File: config.mk
export PLATFORM = sky130hd
export DESIGN_NAME = instruction_sequencer_flat
export DESIGN_NICKNAME = d
export VERILOG_FILES = /design/src/rtl/instruction_sequencer_if.sv /design/src/rtl/instruction_sequencer.sv /design/src/flat_wrapper.sv
export SDC_FILE = /design/constraint.sdc
export NUM_CORES = 1
export LEC_CHECK = 0
export CAP_MARGIN = 20
export CORE_ASPECT_RATIO = 1.4
export CORE_MARGIN = 2
export CORE_UTILIZATION = 50
export CTS_CLUSTER_SIZE = 14
export DETAILED_ROUTE_END_ITERATION = 8
export PLACE_DENSITY_LB_ADDON = 0.15
export REMOVE_ABC_BUFFERS = 1
export SETUP_SLACK_MARGIN = 0.05
export SYNTH_ARGS = -nofsm -noshare
export SYNTH_HDL_FRONTEND = slang
export SYNTH_SLANG_ARGS = --single-unit
File: constraint.sdc
create_clock -name clk -period 3.9 [get_ports clk]
set_input_delay 0.39 -clock clk [delete_from_list [all_inputs] [get_ports clk]]
set_output_delay 0.39 -clock clk [all_outputs]
set_load 0.03 [all_outputs]
File: src/rtl/instruction_sequencer_if.sv
// instruction_sequencer_if: instruction push port, decoded issue outputs and processor completion
interface instruction_sequencer_if #(parameter int DEPTH = 4);
   logic                   in_valid;
   logic                   in_ready;
   logic [33:0]            in_instr;
   logic [2:0]             opcode;
   logic [4:0]             read_address1;
   logic [4:0]             read_address2;
   logic [4:0]             write_address;
   logic [15:0]            write_data;
   logic                   issue_valid;
   logic                   proc_done;
   logic                   busy;
   logic [$clog2(DEPTH):0] fifo_count;
   logic [15:0]            retired_count;
   modport master (
      output in_valid, in_instr, proc_done,
      input  in_ready, opcode, read_address1, read_address2, write_address, write_data,
             issue_valid, busy, fifo_count, retired_count
   );
   modport slave (
      input  in_valid, in_instr, proc_done,
      output in_ready, opcode, read_address1, read_address2, write_address, write_data,
             issue_valid, busy, fifo_count, retired_count
   );
endinterface

File: src/rtl/instruction_sequencer.sv
// instruction_sequencer: FIFO-buffered issue stage that waits for proc_done or a per-opcode latency budget
module instruction_sequencer #(
   parameter int DEPTH     = 4,
   parameter int SHORT_LAT = 4,
   parameter int LONG_LAT  = 24
) (
   input logic clk,
   input logic rst_n,
   instruction_sequencer_if.slave bus
);
   localparam int AW = $clog2(DEPTH);
   localparam int CW = $clog2((LONG_LAT > SHORT_LAT ? LONG_LAT : SHORT_LAT) + 1);
   typedef enum logic [1:0] {IDLE, ISSUE, WAIT} state_t;
   state_t          state_q, state_d;
   logic [33:0]     mem_q [DEPTH];
   logic [AW-1:0]   wr_ptr_q, rd_ptr_q;
   logic [AW:0]     count_q, count_d;
   logic [33:0]     instr_q, instr_d;
   logic [CW-1:0]   wait_q, wait_d, lat_m1;
   logic [15:0]     ret_q, ret_d;
   logic            full, push, pop, done;
   assign full   = count_q == (AW+1)'(DEPTH);
   assign push   = bus.in_valid && !full;
   assign lat_m1 = instr_q[33:31] >= 3'd5 ? CW'(LONG_LAT - 1) : CW'(SHORT_LAT - 1);
   assign done   = state_q == WAIT && (bus.proc_done || wait_q == lat_m1);
   assign pop    = count_q != '0 && (state_q == IDLE || done);
   assign count_d = count_q + (AW+1)'(push) - (AW+1)'(pop);
   // next state: pop into IDLE/ISSUE, count down the latency budget in WAIT
   always_comb begin
      state_d = state_q;
      wait_d  = wait_q;
      ret_d   = ret_q;
      instr_d = pop ? mem_q[rd_ptr_q] : instr_q;
      unique case (state_q)
         IDLE:  state_d = pop ? ISSUE : IDLE;
         ISSUE: begin
            state_d = WAIT;
            wait_d  = '0;
         end
         default: begin
            state_d = !done ? WAIT : pop ? ISSUE : IDLE;
            wait_d  = done ? wait_q : wait_q + CW'(1);
            ret_d   = done ? ret_q + 16'd1 : ret_q;
         end
      endcase
   end
   // FIFO storage needs no reset; emptiness is tracked by the count
   always_ff @(posedge clk) begin
      if (push) mem_q[wr_ptr_q] <= bus.in_instr;
   end
   // control state, pointers and the held instruction
   always_ff @(posedge clk) begin
      if (!rst_n) begin
         state_q  <= IDLE;
         wr_ptr_q <= '0;
         rd_ptr_q <= '0;
         count_q  <= '0;
         instr_q  <= '0;
         wait_q   <= '0;
         ret_q    <= '0;
      end else begin
         state_q  <= state_d;
         wr_ptr_q <= wr_ptr_q + AW'(push);
         rd_ptr_q <= rd_ptr_q + AW'(pop);
         count_q  <= count_d;
         instr_q  <= instr_d;
         wait_q   <= wait_d;
         ret_q    <= ret_d;
      end
   end
   assign bus.in_ready      = !full;
   assign bus.fifo_count    = count_q;
   assign bus.opcode        = instr_q[33:31];
   assign bus.read_address1 = instr_q[30:26];
   assign bus.read_address2 = instr_q[25:21];
   assign bus.write_address = instr_q[20:16];
   assign bus.write_data    = instr_q[15:0];
   assign bus.issue_valid   = state_q == ISSUE;
   assign bus.busy          = state_q != IDLE;
   assign bus.retired_count = ret_q;
endmodule

File: src/flat_wrapper.sv
// flat-port wrapper written by rule: the top's interface ports become plain ports
module instruction_sequencer_flat 
#(
   parameter int DEPTH     = 4,
   parameter int SHORT_LAT = 4,
   parameter int LONG_LAT  = 24
)
  (clk, rst_n, bus_in_valid, bus_in_instr, bus_proc_done, bus_in_ready, bus_opcode, bus_read_address1, bus_read_address2, bus_write_address, bus_write_data, bus_issue_valid, bus_busy, bus_fifo_count, bus_retired_count);
  instruction_sequencer_if #(.DEPTH(DEPTH)) bus_i ();
  input logic clk;
  input logic rst_n;
  input wire logic [$bits(bus_i.in_valid)-1:0] bus_in_valid;
  input wire logic [$bits(bus_i.in_instr)-1:0] bus_in_instr;
  input wire logic [$bits(bus_i.proc_done)-1:0] bus_proc_done;
  output wire logic [$bits(bus_i.in_ready)-1:0] bus_in_ready;
  output wire logic [$bits(bus_i.opcode)-1:0] bus_opcode;
  output wire logic [$bits(bus_i.read_address1)-1:0] bus_read_address1;
  output wire logic [$bits(bus_i.read_address2)-1:0] bus_read_address2;
  output wire logic [$bits(bus_i.write_address)-1:0] bus_write_address;
  output wire logic [$bits(bus_i.write_data)-1:0] bus_write_data;
  output wire logic [$bits(bus_i.issue_valid)-1:0] bus_issue_valid;
  output wire logic [$bits(bus_i.busy)-1:0] bus_busy;
  output wire logic [$bits(bus_i.fifo_count)-1:0] bus_fifo_count;
  output wire logic [$bits(bus_i.retired_count)-1:0] bus_retired_count;
  assign bus_i.in_valid = bus_in_valid;
  assign bus_i.in_instr = bus_in_instr;
  assign bus_i.proc_done = bus_proc_done;
  assign bus_in_ready = bus_i.in_ready;
  assign bus_opcode = bus_i.opcode;
  assign bus_read_address1 = bus_i.read_address1;
  assign bus_read_address2 = bus_i.read_address2;
  assign bus_write_address = bus_i.write_address;
  assign bus_write_data = bus_i.write_data;
  assign bus_issue_valid = bus_i.issue_valid;
  assign bus_busy = bus_i.busy;
  assign bus_fifo_count = bus_i.fifo_count;
  assign bus_retired_count = bus_i.retired_count;
  instruction_sequencer #(.DEPTH(DEPTH), .SHORT_LAT(SHORT_LAT), .LONG_LAT(LONG_LAT)) u_core (.clk(clk), .rst_n(rst_n), .bus(bus_i));
endmodule
==> impl_summary.txt, run 1 <==
----------------------------------------------------
[Routing]
  Total via count in the routed design ... 4452
  Total routed wirelength ... 14.9 mm
  WL/cell ... 18.1 um
  Pre-Repair DR Iteration Count ... 4
  Post-route ant nets ... 0
  Number of DRC violations after detailed routing ... 0
  First DRT Iteration DRCs ... 275
  Average vias per placed instance ... 5.41

[Timing]
  Largest clock skew in the final design ... 0.0112 ns
  Final-report setup violation count ... 0
  Setup repair after global routing missed its margin ... false
  Worst hold slack ... 0.461 ns
  Max-slew headroom ... 35.5%
  Top achievable clock speed ... 0.391 GHz
  Max-slew violation count ... 0
  Final setup margin ... 1.34 ns
  Final number of hold-violating endpoints ... 0
  Period minus WS final ... 2.56 ns
  Slew at the pin with the worst max-slew slack ... 0.968 ns
  Share of the cycle needed by the critical path after routing ... 65.5%

[Critical path]
  Worst path bufs/invs ... 2
  Delay-heaviest family, CP ... adder cells
  Setup CP Type ... reg -> reg
  Critical path capture point type ... register
  Crit-path slowest cell ... sky130_fd_sc_hd__dfxtp_1
  CP required ... 4.22 ns
  Critical Path Source Type ... register
  Worst path cell trace ... nor2b_1 -> a211o_2 -> inv_1 -> ha_1 -> inv_1 -> ha_1 -> fa_1 -> xnor2_1 -> xnor2_1 -> nor2_1
  Critical path peak fanout ... 10
  Longest individual stage delay on the worst path ... 0.49 ns
  Data arrival at the endpoint of the critical path ... 2.87 ns

[Yosys]
  Avg Cell Area, Syn ... 15.1 sq um
  Number of distinct library cells after synthesis ... 42
  Sequential share of the synthesized area ... 67.7%
  Most common flop cell mapped by yosys ... sky130_fd_sc_hd__edfxtp_1
  Post-synth EDFFs ... 136
  Number of synthesized register bits ... 200
  Cell area after technology mapping ... 7920 sq um
  Async SR Flop Fraction ... 0%
  Yosys warnings ... 0
  Gate count of the mapped netlist ... 525

[Pwr]
  Total power ... 6.63 mW
  Pwr Density ... 688 nW/um^2
  Max rail drop VDD ... 332 uV
  Leakage ... 3.33 nW

[Clock network]
  Clock tree root driver cell ... sky130_fd_sc_hd__clkbuf_16
  Post-CTS Hold Buffers ... 0
  Clock tree from TritonCTS ... yes
  Number of buffers added by the clock tree synthesis step ... 17
  Number of buffers between clock root and the deepest sink ... 2
  Clock latency reported for the late side of the worst-skew pair ... 0.43 ns
  Number of post-CTS setup repair buffers ... 0
  Clock transition at the registers of the reported paths ... 0.07 ns
  Number of clock sinks ... 200
  PostCTS Resize Cnt ... 0
  H-tree depth ... 4

[Layout]
  Syn-to-layout area delta ... 21.5%
  Fin area ... 9630 sq um
  Non-Filler Instances ... 823
  Share of final-layout standard cells stronger than drive strength 1 ... 13.4%
  Nets@finish ... 659
  Diodes inserted ... 0

[Place]
  HPWL Detailed ... 9.14 mm
  Number of placed instances with taps included ... 791
  Instance area after placement ... 9020 sq um
  Count of buffers from port buffering ... 93
  Final RePlAce weighted congestion ... 0.792
  Place WS ... 1.05 ns

[Global route]
  Sum of overflow across all layers after global routing ... 0
  Maximum number of pins on one net before global-route repair ... 73
  Overall fraction of global-route tracks in use ... 18.9%
  Via count of the first global-routing pass ... 4701
  First-pass GRT wire length ... 23.7 mm
  Initial antenna violation count ... 0

[Die]
  Die Height ... 153 um
  Die area ... 16900 sq um
  Std cell rows ... 54
  Number of placed I/O pins ... 94
  Core region area ... 15500 sq um
  Die width ... 110 um
  Starting Density ... 51.0%

[Outcome]
  Status ... finished clean

[Min path]
  Worst hold-check path type ... reg -> reg

[Job]
  Count of maximum capacitance violations ... 0

----------------------------------------------------
## area by class of cell
class,instances,area (sq um)
clock buffers,17,425
clock inverters,15,183
fillers,1188,5910
inverters,10,37.5
multi-input cells,284,2380
flip-flops and latches,200,5370
well taps,196,245
repair buffers,101,988
## power by group
group	internal, mW	switching, mW	total (mW)
registers	2.64	0.244	2.88
clock network	0.974	0.816	1.79
logic	0.921	1.04	1.96
## logic make-up (layout without fill, tap and decap cells)
group,Yosys count,count (layout),synth area share (%)
and+or+nand+nor,158,158,9.30
adders and majority gates,7,7,1.20
DFF,200,200,67.7
AOI/OAI and AO/OA,30,30,2.72
muxes,85,85,16.1
xor gates and xnor gates,4,4,0.442
buffers and inverters,41,143,2.51
## cells in the mapped netlist (2+ instances only)
cell / n / area (sq um)
sky130_fd_sc_hd__nor3b_1: 3 / 22.5
sky130_fd_sc_hd__buf_6: 4 / 45.0
sky130_fd_sc_hd__ha_1: 6 / 75.1
sky130_fd_sc_hd__nand4_1: 7 / 43.8
sky130_fd_sc_hd__nor2b_1: 4 / 25.0
sky130_fd_sc_hd__and2_1: 8 / 50.1
sky130_fd_sc_hd__clkbuf_1: 18 / 67.6
sky130_fd_sc_hd__buf_4: 2 / 15.0
sky130_fd_sc_hd__nor3_1: 3 / 15.0
sky130_fd_sc_hd__and3_1: 3 / 18.8
sky130_fd_sc_hd__nor2_1: 7 / 26.3
sky130_fd_sc_hd__o21ai_0: 3 / 15.0
sky130_fd_sc_hd__and4_1: 2 / 17.5
sky130_fd_sc_hd__dfxtp_1: 64 / 1280
sky130_fd_sc_hd__a21oi_1: 10 / 50.1
sky130_fd_sc_hd__edfxtp_1: 136 / 4080
sky130_fd_sc_hd__buf_2: 5 / 25.0
sky130_fd_sc_hd__o22ai_1: 2 / 12.5
sky130_fd_sc_hd__nand3_1: 3 / 15.0
sky130_fd_sc_hd__mux2i_1: 51 / 510
sky130_fd_sc_hd__inv_1: 10 / 37.5
sky130_fd_sc_hd__mux4_2: 34 / 766
sky130_fd_sc_hd__xnor2_1: 4 / 35.0
sky130_fd_sc_hd__a211oi_1: 6 / 45.0
sky130_fd_sc_hd__nand2b_1: 15 / 93.8
sky130_fd_sc_hd__nand2_1: 99 / 372
## flip-flops by register name, indices dropped and copies added (netlist names)
signal                    cells
u_core.bus.retired_count     16
u_core.bus.fifo_count         3
u_core.rd_ptr_q               2
u_core.state_q                2
u_core.wr_ptr_q               2
u_core.instr_q               34
u_core.wait_q                 5
u_core.mem_q                136
## placed cells by master, fill, tap and decap left out, drive strengths merged, types with 2 or more instances in the layout
master,Yosys,routed
a211oi,6,6
nor2,7,7
edfxtp,136,136
mux4,34,34
and3,3,3
ha,6,6
nand3,3,3
bufinv,0,2
a21oi,10,10
nor3,3,3
xnor2,4,4
mux2i,51,51
nand2b,15,15
a2111oi,2,2
o21ai,3,3
buf,12,9
and2,8,8
inv,10,18
clkinv,0,4
clkbuf,19,17
and4,2,2
dfxtp,64,64
nand4,7,7
o22ai,2,2
nor2b,4,4
clkdlybuf4s50,0,92
nor3b,3,3
nand2,99,99
## stage by stage
stage / utilization (%) / TNS, ns
after floorplan: - / -5.89
after global placement: 58.0 / 0
after detailed placement: 58.0 / 0
after CTS: 61.9 / 0
after global routing: 61.9 / 0
final: 61.9 / 0
## path summary, 6_finish.rpt
kind	from	slack, ns	to	cells after the start
setup / recovery	u_core.state_q[1]$_SDFF_PN0_	1.34	u_core.bus.fifo_count[2]$_SDFF_PN0_	10
hold / removal	u_core.instr_q[29]$_SDFFE_PN0P_	0.46	u_core.instr_q[29]$_SDFFE_PN0P_	2
setup reg to reg	u_core.state_q[1]$_SDFF_PN0_	1.34	u_core.bus.fifo_count[2]$_SDFF_PN0_	10
hold reg to reg	u_core.instr_q[29]$_SDFFE_PN0P_	0.46	u_core.instr_q[29]$_SDFFE_PN0P_	2
## worst reg2reg max path, stage by stage (launching register included)
cell,delay (ns)
sky130_fd_sc_hd__dfxtp_1,0.49
sky130_fd_sc_hd__nor2b_1,0.45
sky130_fd_sc_hd__a211o_2,0.22
sky130_fd_sc_hd__inv_1,0.05
sky130_fd_sc_hd__ha_1,0.26
sky130_fd_sc_hd__inv_1,0.04
sky130_fd_sc_hd__ha_1,0.20
sky130_fd_sc_hd__fa_1,0.38
sky130_fd_sc_hd__xnor2_1,0.17
sky130_fd_sc_hd__xnor2_1,0.13
sky130_fd_sc_hd__nor2_1,0.05
## per-layer routing
| layer | wire, um | GRT usage [%] |
|---|---|---|
| met3 | 578 | 4.99 |
| met2 | 8150 | 33.9 |
| met4 | 182 | 5.48 |
| met5 | 0 | 0 |
| met1 | 5990 | 21.6 |
No activity file was read; power rests on OpenSTA's default activity.
==> run 2: changes to the inputs <==
Clock period 3.9 ns to 2.5 ns, I/O delays scaled along.
==> run 2 against run 1 <==
Effect of this change: largest power group unchanged; non-clock buffer count is 17 higher; die area stayed put; global-route usage is 0.32 points lower; first-iteration DRC count is 22% higher; highest routed layer unchanged; critical path depth is 2 higher; count of clock-buffer cells in the layout is 1 higher; critical path type unchanged; sequential power is 53% higher; wire length is 0.66% higher; fmax is 7.5% higher; setup slack worse by 1.2 ns; via count is 2.8% higher.
==> impl_summary.txt, run 2 (synthesized netlist as in run 1, its figures left out) <==
----------------------------------------------------
[Outcome]
  Status ... finished clean

[Die]
  Std cell rows ... 54 (unchanged)
  Number of placed I/O pins ... 94 (unchanged)
  Die width ... 110 um (unchanged)
  Starting Density ... 51.0% (unchanged)
  Die Height ... 153 um (unchanged)
  Die area ... 16900 sq um (unchanged)
  Core region area ... 15500 sq um (unchanged)

[Clock network]
  Clock tree from TritonCTS ... yes
  Clock tree root driver cell ... sky130_fd_sc_hd__clkbuf_16
  Number of clock sinks ... 200 (unchanged)
  Number of buffers between clock root and the deepest sink ... 2 (unchanged)
  Clock latency reported for the late side of the worst-skew pair ... 0.43 ns (about the same)
  Clock transition at the registers of the reported paths ... 0.07 ns (about the same)
  H-tree depth ... 4 (unchanged)
  Number of buffers added by the clock tree synthesis step ... 17 (unchanged)

[Critical path]
  Delay-heaviest family, CP ... adder cells
  Worst reg-to-reg path cell count ... 12 (+2)
  Critical path origin ... u_core.wait_q[1]$_SDFFE_PN0P_
  Setup slack, reg-to-reg ... 0.12 ns (-1.22 ns)
  Longest individual stage delay on the worst path ... 0.36 ns (-0.13 ns)
  Worst path bufs/invs ... 2 (unchanged)
  Total number of cells along the worst setup path ... 12 (+2)
  Crit-path slowest cell ... sky130_fd_sc_hd__dfxtp_2
  Critical Path Source Type ... register
  Setup CP Type ... reg -> reg
  Worst path cell trace ... ha_4 -> nor4b_4 -> mux2i_1 -> a211o_2 -> inv_2 -> ha_4 -> inv_2 -> ha_4 -> fa_2 -> xnor2_2 -> xnor2_1 -> nor2_1
  Endpoint of the most critical register-to-register path ... u_core.bus.fifo_count[2]$_SDFF_PN0_
  CP required ... 2.82 ns (-1.40 ns)
  Cell mode on critical path ... sky130_fd_sc_hd__ha_4
  Reg-to-reg startpoint ... u_core.wait_q[1]$_SDFFE_PN0P_
  Critical path peak fanout ... 4 (-6)
  Data arrival at the endpoint of the critical path ... 2.70 ns (-0.17 ns)
  Crit path capture ... u_core.bus.fifo_count[2]$_SDFF_PN0_
  Critical path capture point type ... register

[Place]
  Final RePlAce weighted congestion ... 0.813 (+2.6%)
  Count of buffers from port buffering ... 93 (unchanged)
  Number of placed instances with taps included ... 803 (+1.5%)
  Instance area after placement ... 9120 sq um (+1.1%)
  HPWL Detailed ... 9.50 mm (+3.9%)

[Routing]
  Total routed wirelength ... 15.0 mm (+0.66%)
  Average vias per placed instance ... 5.45 (+0.73%)
  Total via count in the routed design ... 4577 (+2.8%)
  First DRT Iteration DRCs ... 336 (+22%)
  Pre-Repair DR Iteration Count ... 4 (unchanged)
  Post-route ant nets ... 0 (unchanged)
  WL/cell ... 17.9 um (-1.4%)
  Number of DRC violations after detailed routing ... 0 (unchanged)

[Layout]
  Fillers ... 1176 (-1.0%)
  Fin area ... 9790 sq um (+1.7%)
  Post-layout util ... 63.0% (+1.1 points)
  Most common cell after layout, fill and taps aside ... sky130_fd_sc_hd__edfxtp_1
  Top register by number of flip-flops ... u_core.mem_q
  Share of final-layout standard cells stronger than drive strength 1 ... 17.4% (+4.0 points)
  Syn-to-layout area delta ... 23.6%
  Diodes inserted ... 0 (unchanged)
  Nets@finish ... 676 (+2.6%)
  Most frequent cells in the layout ... 136 x sky130_fd_sc_hd__edfxtp_1, 99 x sky130_fd_sc_hd__nand2_1, 92 x sky130_fd_sc_hd__clkdlybuf4s50_1, 60 x sky130_fd_sc_hd__dfxtp_1, 51 x sky130_fd_sc_hd__mux2i_1
  Area taken by flip-flops and latches ... 5370 sq um (about the same)
  Max FFs per register ... 136 (unchanged)
  Area occupied by multi-input gates ... 2440 sq um (+2.7%)
  Non-Filler Instances ... 840 (+2.1%)

[Timing]
  Worst hold slack ... 0.220 ns (-0.241 ns)
  Largest clock skew in the final design ... 0.00821 ns (-0.00299 ns)
  Final-report setup violation count ... 0 (unchanged)
  Max-slew violation count ... 0 (unchanged)
  Setup repair after global routing missed its margin ... true
  Max-slew headroom ... 55.5% (+20 points)
  Slew at the pin with the worst max-slew slack ... 0.667 ns (-0.301 ns)
  Share of the cycle needed by the critical path after routing ... 95.1% (+30 points)
  Period minus WS final ... 2.38 ns (-0.179 ns)
  Top achievable clock speed ... 0.421 GHz (+7.5%)
  Final number of hold-violating endpoints ... 0 (unchanged)

[Global route]
  Initial antenna violation count ... 0 (unchanged)
  Via count of the first global-routing pass ... 4651 (-1.1%)
  Maximum number of pins on one net before global-route repair ... 87 (+19%)
  Sum of overflow across all layers after global routing ... 0 (unchanged)
  First-pass GRT wire length ... 23.5 mm (-0.99%)
  Overall fraction of global-route tracks in use ... 18.5% (-0.32 points)

[Pwr]
  Max rail drop VDD ... 704 uV (+110%)
  Leakage ... 3.41 nW (+2.4%)
  Pwr Density ... 1060 nW/um^2 (+53%)

[Min path]
  Worst hold-check path type ... in -> reg

[Job]
  Count of maximum capacitance violations ... 0 (unchanged)

----------------------------------------------------
==> run 2: changes by cell type in the layout (fill, tap and decap cells not counted), moves of 3 or more <==
cell,change
sky130_fd_sc_hd__buf_4,+16
sky130_fd_sc_hd__ha_1,-3
sky130_fd_sc_hd__ha_4,+3
sky130_fd_sc_hd__clkinv_2,+3
==> run 2: cell type report <==
type                    instances  area share [%]
multi-input cells             284            25.0
clock inverters                14            1.42
well taps                     196            2.50
flip-flops and latches        200            54.8
repair buffers                118            11.5
clock buffers                  18            4.38
inverters                      10           0.383
==> run 2: worst min-delay path, stage by stage <==
cell and delay [ns]:
sky130_fd_sc_hd__buf_4 0.21, sky130_fd_sc_hd__nand2_1 0.09, sky130_fd_sc_hd__mux2i_1 0.06
==> run 2: worst min path at each step <==
stage                                          startpoint                         endpoint  cells after the start
final                                               rst_n  u_core.instr_q[16]$_SDFFE_PN0P_                      3
after global routing                                rst_n  u_core.instr_q[16]$_SDFFE_PN0P_                      3
after CTS                                           rst_n  u_core.instr_q[16]$_SDFFE_PN0P_                      3
after detailed placement  u_core.instr_q[11]$_SDFFE_PN0P_  u_core.instr_q[11]$_SDFFE_PN0P_                      2
after global placement    u_core.instr_q[12]$_SDFFE_PN0P_  u_core.instr_q[12]$_SDFFE_PN0P_                      2
after floorplan                           bus_in_instr[0]     u_core.mem_q[0][0]$_DFFE_PP_                      0
==> run 2: metrics by stage <==
stage,worst slack (ns),setup TNS (ns),power [mW]
after floorplan,-1.89,-148.20,6.53
after global placement,0.0683,0,7.63
after detailed placement,-0.0401,-0.0401,7.71
after CTS,0.0529,0,10.3
after global routing,0.00818,0,10.9
final,0.123,0,10.3
==> run 2: power by group <==
group | internal, mW | switching, mW
Sequential | 4.11 | 0.284
Clock | 1.41 | 1.23
Combinational | 1.55 | 1.77
Total | 7.07 | 3.28
==> run 2: timing repair <==
item,4_1_cts,5_1_grt
resized for setup,5,10
setup buffers,3,2
endpoints found under the setup margin,2,3
gates cloned,0,0
pin swaps,2,1
hold buffers,0,0
==> run 2: layer usage <==
layer | routed length (um) | share of wire (%) | track usage [%] | vias to the layer above
met5 | 0 | 0 | 0 | -
met4 | 324 | 2.2 | 7.26 | 0
met3 | 534 | 3.6 | 4.18 | 25
met2 | 8010 | 53 | 31.6 | 100
met1 | 6130 | 41 | 22.6 | 2292
li1 | - | - | - | 2160
==> run 3: changes to the inputs <==
Settings changed: PLACE_DENSITY_LB_ADDON 0.15 to 0.25.
Clock period 2.5 ns to 2 ns, I/O delays scaled along.
==> run 3 against run 2 <==
Effect of this change: the flow now finishes with violations (setup timing); clock skew up 0.0010 ns; combinational power up 36%; worst hold slack worse by 0.029 ns; largest cell class unchanged; final cell count up 2.1%; final area up 2.4%; register-to-register slack worse by 0.48 ns; flip-flop and latch count unchanged; highest routed layer unchanged.
==> impl_summary.txt, run 3 (synthesized netlist as in run 1, its figures left out) <==
----------------------------------------------------
[Place]
  Final RePlAce weighted congestion ... 0.785 (-3.3%)
  HPWL Detailed ... 9.85 mm (+3.7%)
  Number of placed instances with taps included ... 821 (+2.2%)
  Count of buffers from port buffering ... 93 (unchanged)
  Place WS ... -0.538 ns (-0.498 ns)

[Critical path]
  CP required ... 2.29 ns (-0.53 ns)
  Setup CP Type ... reg -> reg
  Data arrival at the endpoint of the critical path ... 2.65 ns (-0.05 ns)
  Critical Path Source Type ... register
  Worst reg-to-reg path cell count ... 12 (unchanged)
  Setup slack, reg-to-reg ... -0.36 ns (-0.48 ns)
  Reg-to-reg startpoint ... u_core.wait_q[0]$_SDFFE_PN0P_
  Endpoint of the most critical register-to-register path ... u_core.bus.fifo_count[2]$_SDFF_PN0_
  Critical path capture point type ... register
  Critical path peak fanout ... 3 (-1)

[Timing]
  Max-slew headroom ... 56.5% (+0.94 points)
  Final number of hold-violating endpoints ... 0 (unchanged)
  Top achievable clock speed ... 0.423 GHz (+0.64%)
  Final setup margin ... -0.362 ns (-0.485 ns)
  Setup repair after global routing missed its margin ... true
  Slew at the pin with the worst max-slew slack ... 0.653 ns (-0.0141 ns)
  Largest clock skew in the final design ... 0.00921 ns (+0.000998 ns)
  Final-report setup violation count ... 3 (+3)
  Period minus WS final ... 2.36 ns (-0.0152 ns)
  Max-slew violation count ... 0 (unchanged)
  Share of the cycle needed by the critical path after routing ... 118% (+23 points)

[Die]
  Core region area ... 15500 sq um (unchanged)
  Starting Density ... 51.0% (unchanged)
  Die Height ... 153 um (unchanged)
  Die area ... 16900 sq um (unchanged)
  Number of placed I/O pins ... 94 (unchanged)
  Die width ... 110 um (unchanged)
  Std cell rows ... 54 (unchanged)

[Clock network]
  Clock latency reported for the late side of the worst-skew pair ... 0.42 ns (about the same)
  H-tree depth ... 4 (unchanged)
  Number of buffers added by the clock tree synthesis step ... 17 (unchanged)
  Number of buffers between clock root and the deepest sink ... 2 (unchanged)
  Clock tree root driver cell ... sky130_fd_sc_hd__clkbuf_16
  Number of clock sinks ... 200 (unchanged)
  Clock tree from TritonCTS ... yes
  Clock transition at the registers of the reported paths ... 0.07 ns (about the same)

[Layout]
  Diodes inserted ... 0 (unchanged)
  Share of final-layout standard cells stronger than drive strength 1 ... 19.9% (+2.5 points)
  Syn-to-layout area delta ... 26.6%
  Max FFs per register ... 136 (unchanged)
  Non-Filler Instances ... 858 (+2.1%)
  Nets@finish ... 694 (+2.7%)
  Most common cell after layout, fill and taps aside ... sky130_fd_sc_hd__edfxtp_1
  Top register by number of flip-flops ... u_core.mem_q
  Most frequent cells in the layout ... 136 x sky130_fd_sc_hd__edfxtp_1, 99 x sky130_fd_sc_hd__nand2_1, 89 x sky130_fd_sc_hd__clkdlybuf4s50_1, 60 x sky130_fd_sc_hd__dfxtp_1, 50 x sky130_fd_sc_hd__mux2i_1
  Fillers ... 1113 (-5.4%)

[Routing]
  Pre-Repair DR Iteration Count ... 4 (unchanged)
  Post-route ant nets ... 0 (unchanged)
  Number of DRC violations after detailed routing ... 0 (unchanged)
  Total routed wirelength ... 15.4 mm (+2.8%)
  First DRT Iteration DRCs ... 277 (-18%)
  Total via count in the routed design ... 4675 (+2.1%)
  Average vias per placed instance ... 5.45 (about the same)
  WL/cell ... 18.0 um (+0.63%)

[Global route]
  Maximum number of pins on one net before global-route repair ... 73 (-16%)
  Sum of overflow across all layers after global routing ... 0 (unchanged)
  Initial antenna violation count ... 0 (unchanged)
  First-pass GRT wire length ... 24.8 mm (+5.6%)
  Via count of the first global-routing pass ... 4975 (+7.0%)
  Overall fraction of global-route tracks in use ... 19.4% (+0.89 points)

[Outcome]
  Failing checks ... setup timing
  Status ... finished, violations left

[Min path]
  Worst hold-check path type ... in -> reg
  Hold-critical path depth ... 3 (unchanged)
  Hold EP ... u_core.state_q[0]$_SDFF_PN0_
  Source of the worst hold timing path ... rst_n

[Pwr]
  Total power ... 13.3 mW (+29%)
  Pwr Density ... 1330 nW/um^2 (+26%)
  Leakage ... 3.52 nW (+3.3%)
  Max rail drop VDD ... 846 uV (+20%)

[Job]
  Count of maximum capacitance violations ... 0 (unchanged)

----------------------------------------------------
## run 3: critical path, stage by stage (launching register included)
cell and delay (ns):
sky130_fd_sc_hd__dfxtp_2 0.34, sky130_fd_sc_hd__ha_4 0.17, sky130_fd_sc_hd__and4b_1 0.18, sky130_fd_sc_hd__mux2i_2 0.18
sky130_fd_sc_hd__a211o_2 0.18, sky130_fd_sc_hd__inv_2 0.05, sky130_fd_sc_hd__ha_4 0.26, sky130_fd_sc_hd__inv_2 0.04
sky130_fd_sc_hd__ha_4 0.15, sky130_fd_sc_hd__fa_2 0.35, sky130_fd_sc_hd__xnor2_2 0.15, sky130_fd_sc_hd__xnor2_1 0.13
sky130_fd_sc_hd__nor2_1 0.07
## run 3: per-layer routing
metal	track usage [%]	wire length (um)
met3	4.86	617
met4	5.83	175
met5	0	0
met2	35.2	8520
met1	22.1	6100
## run 3: worst max path at each step
stage,from,to,slack [ns],cells after the start
after floorplan,u_core.instr_q[31]$_SDFFE_PN0P_,u_core.bus.fifo_count[2]$_SDFF_PN0_,-2.39,11
after global placement,u_core.wait_q[0]$_SDFFE_PN0P_,u_core.bus.fifo_count[2]$_SDFF_PN0_,-0.39,12
after detailed placement,u_core.wait_q[0]$_SDFFE_PN0P_,u_core.bus.fifo_count[2]$_SDFF_PN0_,-0.54,12
after CTS,u_core.wait_q[1]$_SDFFE_PN0P_,u_core.bus.fifo_count[2]$_SDFF_PN0_,-0.45,12
after global routing,u_core.wait_q[1]$_SDFFE_PN0P_,u_core.bus.fifo_count[2]$_SDFF_PN0_,-0.47,12
final,u_core.wait_q[0]$_SDFFE_PN0P_,u_core.bus.fifo_count[2]$_SDFF_PN0_,-0.36,12
## run 3: layout make-up
cell class / count / area [sq um] / area share, %
clock buffers: 20 / 447 / 4.45
clock inverters: 12 / 139 / 1.38
inverters: 10 / 37.5 / 0.374
multi-input cells: 284 / 2480 / 24.8
flip-flops and latches: 200 / 5370 / 53.5
well taps: 196 / 245 / 2.45
repair buffers: 136 / 1310 / 13.0
## run 3: timing repair
| action | 4_1_cts | 5_1_grt |
|---|---|---|
| setup endpoints to repair | 40 | 41 |
| pin swaps | 8 | 7 |
| setup buffers | 3 | 2 |
| gates resized for setup | 19 | 7 |
| hold buffers | 0 | 0 |
## run 3: report_power, final
part | internal (mW) | switching, mW
registers | 5.14 | 0.296
logic | 2.16 | 2.37
clock network | 1.90 | 1.48
total | 9.20 | 4.15
## run 3: metrics by stage
| step | area (sq um) | hold slack (ns) | setup TNS, ns | util [%] |
|---|---|---|---|---|
| 3_5_place_dp | 9290 | 0.452 | -1.20 | 59.8 |
| 5_1_grt | 10000 | 0.205 | -2.75 | 64.5 |
| 3_3_place_gp | 9290 | 0.445 | -0.687 | 59.8 |
| 2_1_floorplan | 7760 | 0.299 | -235.71 | - |
| 4_1_cts | 9980 | 0.167 | -0.794 | 64.2 |
| 6_report | 10000 | 0.191 | -0.667 | 64.5 |
